--- config.mk ---
export PLATFORM = sky130hd
export DESIGN_NAME = qspi_arb
export DESIGN_NICKNAME = d
export VERILOG_FILES = /design/src/rtl/vc_pkg.sv /design/src/rtl/qspi_cs_map.sv /design/src/rtl/qspi_arb.sv
export SDC_FILE = /design/constraint.sdc
export NUM_CORES = 1
export LEC_CHECK = 0
export ABC_AREA = 0
export CORE_ASPECT_RATIO = 0.5
export CORE_MARGIN = 3
export CORE_UTILIZATION = 43
export DETAILED_ROUTE_END_ITERATION = 16
export HOLD_SLACK_MARGIN = 0.15
export PLACE_DENSITY = 0.85
export SLEW_MARGIN = 10
export SYNTH_ARGS = -nofsm -noshare
export SYNTH_HDL_FRONTEND = slang
export SYNTH_SLANG_ARGS = --single-unit
--- constraint.sdc ---
create_clock -name clk -period 2.8 [get_ports clk]
set_input_delay 0.56 -clock clk [delete_from_list [all_inputs] [get_ports clk]]
set_output_delay 0.56 -clock clk [all_outputs]
set_load 0.005 [all_outputs]
--- src/rtl/vc_pkg.sv ---
// Shared definitions for the QSPI arbitration logic.
//   - arb_state_e : arbiter FSM states (idle, busy for icache, busy for dcache, done)
//   - ROM_MODE_*  : chip-select mapping modes coming from the QSPI registers
//   - CS_IDX*     : chip-select indices driven towards the QSPI engine
package vc_pkg;

  typedef enum logic [1:0] {
    ARB_IDLE   = 2'd0,
    ARB_BUSY_I = 2'd1,
    ARB_BUSY_D = 2'd2,
    ARB_DONE   = 2'd3
  } arb_state_e;

  // rom_mode encodings
  localparam logic [1:0] ROM_MODE_SPLIT2 = 2'b00;  // tag MSB selects CS2, else CS0
  localparam logic [1:0] ROM_MODE_FLAT   = 2'b01;  // everything on CS0
  localparam logic [1:0] ROM_MODE_SPLIT1 = 2'b10;  // tag MSB selects CS1, else CS0
  localparam logic [1:0] ROM_MODE_RW     = 2'b11;  // reads on CS1, dcache writes on CS0

  // chip-select indices
  localparam logic [1:0] CS_IDX0 = 2'd0;
  localparam logic [1:0] CS_IDX1 = 2'd1;
  localparam logic [1:0] CS_IDX2 = 2'd2;

endpackage

--- src/rtl/qspi_cs_map.sv ---
// Combinational chip-select mapping for a QSPI line transfer.
// Also usable by the QSPI register decode.
// Ports:
//   rom_mode  in  2  mapping mode
//   tag_msb   in  1  most significant bit of the line tag (paddr MSB)
//   is_icache in  1  transfer belongs to the icache
//   push      in  1  dcache write-back (only meaningful when !is_icache)
//   mem       out 2  chip-select index 0..2
module qspi_cs_map
  import vc_pkg::*;
(
  input  logic [1:0] rom_mode,
  input  logic       tag_msb,
  input  logic       is_icache,
  input  logic       push,
  output logic [1:0] mem
);

  // mode decode to chip-select index
  always_comb begin
    mem = CS_IDX0;
    case (rom_mode)
      ROM_MODE_SPLIT2: mem = tag_msb ? CS_IDX2 : CS_IDX0;
      ROM_MODE_FLAT:   mem = CS_IDX0;
      ROM_MODE_SPLIT1: mem = tag_msb ? CS_IDX1 : CS_IDX0;
      ROM_MODE_RW:     mem = (is_icache || !push) ? CS_IDX1 : CS_IDX0;
      default:         mem = CS_IDX0;
    endcase
  end

endmodule

--- src/rtl/qspi_arb.sv ---
// Arbiter sharing the single QSPI line-transfer engine between icache line
// fills and dcache fills/write-backs. Tag, direction and chip select are
// latched at grant and held for the whole line.
// Optional feature: define QSPI_ARB_WDOG_EN to add a transfer watchdog that
// forces completion after 2**WDOG_BITS-1 busy cycles and sets sticky wdog_err.
// Ports:
//   clk, reset           clock, synchronous active-high reset
//   i_req, i_tag         icache line request and tag
//   d_req, d_push, d_tag dcache request, write-back flag, tag
//   rom_mode             chip-select mapping mode
//   q_done               1-cycle pulse, engine finished the line
//   q_req, q_i_d, q_write, q_mem, q_paddr   latched request to the engine
//   i_gnt, d_gnt         current owner of the engine
//   wdog_err             sticky watchdog timeout (0 without the watchdog)
module qspi_arb
  import vc_pkg::*;
#(
  parameter int PA          = 24,
  parameter int LINE_LENGTH = 4,
  parameter int WDOG_BITS   = 8
) (
  input  logic                                clk,
  input  logic                                reset,
  input  logic                                i_req,
  input  logic [PA-$clog2(LINE_LENGTH)-1:0]   i_tag,
  input  logic                                d_req,
  input  logic                                d_push,
  input  logic [PA-$clog2(LINE_LENGTH)-1:0]   d_tag,
  input  logic [1:0]                          rom_mode,
  input  logic                                q_done,
  output logic                                q_req,
  output logic                                q_i_d,
  output logic                                q_write,
  output logic [1:0]                          q_mem,
  output logic [PA-$clog2(LINE_LENGTH)-1:0]   q_paddr,
  output logic                                i_gnt,
  output logic                                d_gnt,
  output logic                                wdog_err
);

  localparam int TW = PA - $clog2(LINE_LENGTH);

  arb_state_e        state_r, state_n;
  logic              q_req_r, q_req_n;
  logic              q_i_d_r, q_i_d_n;
  logic              q_write_r, q_write_n;
  logic [1:0]        q_mem_r, q_mem_n;
  logic [TW-1:0]     q_paddr_r, q_paddr_n;
  logic              i_gnt_r, i_gnt_n;
  logic              d_gnt_r, d_gnt_n;
  // Set when the last completed line was icache: a tie then goes to dcache.
  // Reset value 0 therefore favours icache on the first tie.
  logic              prefer_d_r, prefer_d_n;

  logic              win_d_s;
  logic [TW-1:0]     win_tag_s;
  logic [1:0]        win_mem_s;
  logic              wdog_hit_s;

  assign win_d_s   = d_req & (~i_req | prefer_d_r);
  assign win_tag_s = win_d_s ? d_tag : i_tag;

  qspi_cs_map u_cs_map (
    .rom_mode  (rom_mode),
    .tag_msb   (win_tag_s[TW-1]),
    .is_icache (~win_d_s),
    .push      (d_push),
    .mem       (win_mem_s)
  );

`ifdef QSPI_ARB_WDOG_EN
  // One below all-ones: on this value the counter steps to all-ones and the
  // transfer is forced to complete on the same edge.
  localparam logic [WDOG_BITS-1:0] WDOG_PRE_C = {{(WDOG_BITS-1){1'b1}}, 1'b0};

  logic [WDOG_BITS-1:0] wdog_cnt_r;
  logic                 wdog_err_r;
  logic                 busy_s;

  assign busy_s     = (state_r == ARB_BUSY_I) || (state_r == ARB_BUSY_D);
  assign wdog_hit_s = busy_s && (wdog_cnt_r == WDOG_PRE_C);
  assign wdog_err   = wdog_err_r;

  // watchdog counter (cleared while idle, i.e. at grant) and sticky error flag
  always_ff @(posedge clk) begin
    if (reset) begin
      wdog_cnt_r <= {WDOG_BITS{1'b0}};
      wdog_err_r <= 1'b0;
    end else begin
      if (state_r == ARB_IDLE) begin
        wdog_cnt_r <= {WDOG_BITS{1'b0}};
      end else if (busy_s) begin
        wdog_cnt_r <= wdog_cnt_r + {{(WDOG_BITS-1){1'b0}}, 1'b1};
      end else begin
        wdog_cnt_r <= wdog_cnt_r;
      end
      wdog_err_r <= wdog_err_r | wdog_hit_s;
    end
  end
`else
  // No watchdog: transfers wait for q_done indefinitely.
  assign wdog_hit_s = 1'b0;
  assign wdog_err   = 1'b0 & (WDOG_BITS != 0);
`endif

  // next-state and next-output logic
  always_comb begin
    state_n    = state_r;
    q_req_n    = q_req_r;
    q_i_d_n    = q_i_d_r;
    q_write_n  = q_write_r;
    q_mem_n    = q_mem_r;
    q_paddr_n  = q_paddr_r;
    i_gnt_n    = i_gnt_r;
    d_gnt_n    = d_gnt_r;
    prefer_d_n = prefer_d_r;
    case (state_r)
      ARB_IDLE: begin
        if (i_req || d_req) begin
          state_n   = win_d_s ? ARB_BUSY_D : ARB_BUSY_I;
          q_req_n   = 1'b1;
          i_gnt_n   = ~win_d_s;
          d_gnt_n   = win_d_s;
          q_i_d_n   = ~win_d_s;
          q_write_n = win_d_s & d_push;
          q_mem_n   = win_mem_s;
          q_paddr_n = win_tag_s;
        end else begin
          state_n = ARB_IDLE;
        end
      end
      ARB_BUSY_I, ARB_BUSY_D: begin
        // Requests are not looked at here: a started line always completes.
        if (q_done || wdog_hit_s) begin
          state_n    = ARB_DONE;
          q_req_n    = 1'b0;
          i_gnt_n    = 1'b0;
          d_gnt_n    = 1'b0;
          prefer_d_n = (state_r == ARB_BUSY_I);
        end else begin
          state_n = state_r;
        end
      end
      ARB_DONE: begin
        // One dead cycle so the cache sees its hit before re-requesting.
        state_n = ARB_IDLE;
      end
      default: begin
        state_n = ARB_IDLE;
      end
    endcase
  end

  // state and output registers
  always_ff @(posedge clk) begin
    if (reset) begin
      state_r    <= ARB_IDLE;
      q_req_r    <= 1'b0;
      q_i_d_r    <= 1'b0;
      q_write_r  <= 1'b0;
      q_mem_r    <= CS_IDX0;
      q_paddr_r  <= {TW{1'b0}};
      i_gnt_r    <= 1'b0;
      d_gnt_r    <= 1'b0;
      prefer_d_r <= 1'b0;
    end else begin
      state_r    <= state_n;
      q_req_r    <= q_req_n;
      q_i_d_r    <= q_i_d_n;
      q_write_r  <= q_write_n;
      q_mem_r    <= q_mem_n;
      q_paddr_r  <= q_paddr_n;
      i_gnt_r    <= i_gnt_n;
      d_gnt_r    <= d_gnt_n;
      prefer_d_r <= prefer_d_n;
    end
  end

  assign q_req   = q_req_r;
  assign q_i_d   = q_i_d_r;
  assign q_write = q_write_r;
  assign q_mem   = q_mem_r;
  assign q_paddr = q_paddr_r;
  assign i_gnt   = i_gnt_r;
  assign d_gnt   = d_gnt_r;

endmodule
==> results.txt <==
Status: complete, no violations
Post-DP HPWL: 3460 um
Setup bufs post-CTS: 0
Most common cell after layout, fill and taps aside: clkdlybuf4s50_1
CP Launch Point: d_req
CTS max path bufs: 2
Static leakage: 0.941 nW
Simple-gate area share of the yosys netlist: 24.5%
CTS buffer count: 5
Compound-Gate Fraction of Synth Area: 24.9%
Diode count: 0
Xor and xnor area share after synthesis: 0%
Max-cap violation count: 0
Final Max Slew Viols: 0
Cts hold-fix bufs: 0
Global Route Usage Sum: 21.0%
Mean Syn Cell Area: 8.93 sq um
Clock slew at reported path FFs: 60 ps
Post-route clock period utilization: 68.9%
Placer Congestion: 0.757
Post-cts sizing count: 0
Die W: 92.9 um
Final hold viol count: 0
RSZ-0062 raised after global routing: no
Area share of the largest cell type after synthesis: 39.4%
Min-delay src: prefer_d_r
Synth area leader: dfxtp_1
Crit Path Category: in -> reg
Core area: 3530 sq um
CP Launch Type: primary input
Fin crit period: 1930 ps
CTS tree: yes
Slowest CP cell: clkdlybuf4s50_1
DP Area: 2410 sq um
Max stage delay on crit path: 700 ps
Worst Hold Class: reg -> reg
Library cells used by synthesis: 34
Achievable Freq: 0.518 GHz
Worst Max-Slew Pin Slew: 516 ps
Die Y: 49.5 um
Final Cell Area: 2510 sq um
Setup Skew: 5.26 ps
Worst-path fanout max: 23
I/O Pins: 82
Global route total overflow: 0
Final wirelength: 4670 um
PnR Total Power: 2.16 mW
Post-DRT Antenna Nets: 0
VDD IR max: 0.429 mV
Initial cell density of the core: 46.1%
Worst-Skew Late Latency: 280 ps
CP endpoint kind: flip-flop
Row count: 15
Fraction of layout cells with a size suffix above 1: 13.2%
Setup TNS: 0 ps
Drt pass-1 iters: 4
Via/cell ratio: 5.36
Post-synthesis mux area share: 0.616%
IO Port Bufs: 80
Largest family of logic cells by synthesized area: compound AO/OA/AOI/OAI gates
Buf/Inv on CP: 2
Initial antenna violation count: 0
Total number of vias: 1655
Die area: 4600 sq um
Syn nets: 236
DR iter-0 viols: 76
Most frequent cells in the layout: 80 x clkdlybuf4s50_1, 32 x dfxtp_1, 27 x nor2_1
Mapped Area: 1630 sq um
Synth top area cells: dfxtp_1 39%, a311oi_2 14%, nand3_1 6.8%
Wire per inst: 15.1 um
Required @ worst endpoint: 2990 ps
Vias in the first global route: 1597
Final setup vio count: 0
Area growth, synth to finish: 54.3%
First-pass GRT wire length: 7640 um
Post-Synthesis Cells: 182
Number of remaining DRC errors: 0
Dominant delay contributor by cell family on the critical path: buffers and inverters
Post-synthesis sequential area ratio: 39.4%
RR Startpoint: state_r[1]
Flops & latches, synth: 32
Critical Path AT: 2120 ps
Ys Warns: 0
H-tree lvl count: 2
Sink Count: 32
Nets@finish: 312
Rel. slew slack: 65.5%
Power Density: 861 nW/um^2
Critical-path cell list: clkdlybuf4s50_1 > o21a_2 > buf_4 > nor2_1 > a311oi_2
Post-Synth Adder-Cell Area: 1.54%
Largest net degree at the start of global routing: 27
Clk root buf: clkbuf_8
## layout make-up
type                       count  area, sq um
timing repair buffer          87          853
inverter                       3         11.3
tap                           51         63.8
sequential                    32          641
clock buffer                   7         96.3
multi-input combinational    129          843
fill                         276         1020
## worst min-delay path, stage by stage, from the launching register on
cell     delay, ps
dfxtp_1        310
nand2_1         50
a21oi_1         50
## final timing paths
path         cells past startpoint           to  slack, ps
max                              5  q_paddr[18]        870
min                              2   prefer_d_r        460
max reg2reg                      6  q_paddr[18]       1140
min reg2reg                      2   prefer_d_r        460
## sequential cells by signal (all words and copies together) (netlist names)
name	count
q_paddr	22
state_r	2
prefer_d_r	1
d_gnt	1
q_req	1
q_mem	2
q_write	1
i_gnt	1
q_i_d	1
## per-stage QoR
step	utilization (%)	worst slack, ps	hold WS, ps	cells
2_1_floorplan	-	1390	442	182
3_3_place_gp	68.4	702	449	302
3_5_place_dp	68.4	629	444	302
4_1_cts	71.1	889	464	309
5_1_grt	71.1	785	488	309
6_report	71.1	870	461	309
## cell families after synthesis
kind of cell | after synthesis
AO/OA/AOI/OAI | 39
adder cells (fa/ha/maj) | 2
multiplexers | 1
other | 1
flip-flops | 32
buffers and inverters | 21
AND/OR/NAND/NOR | 86
## routing by layer
layer | up-vias | share of wire [%] | GRT usage, %
met5 | - | 0 | 0
met4 | 0 | 1.8 | 8.03
met3 | 10 | 5.0 | 5.18
met2 | 51 | 52 | 37.3
met1 | 791 | 41 | 24.5
li1 | 803 | - | -
## cells in the mapped netlist (all sizes together)
cell type and instances:
nor4 1, nand2b 2, or4 1, nand3 22
nor2 27, a21o 1, o21ai 4, inv 3
a211oi 1, a32o 1, ha 2, a22o 1
nand4b 1, o21a 2, dfxtp 32, a311oi 22
conb 1, buf 14, nand4 2, nand2 26
nor3 2, a21oi 5, a31o 1, nand3b 2
a21boi 1, mux2i 1, clkbuf 4
## report_power, final
group	leakage [nW]	switching (mW)	internal, mW
clock	0.0503	0.160	0.219
sequential	0.265	0.0880	0.622
combinational	0.625	0.514	0.558
No activity file was read; power rests on OpenSTA's default activity.
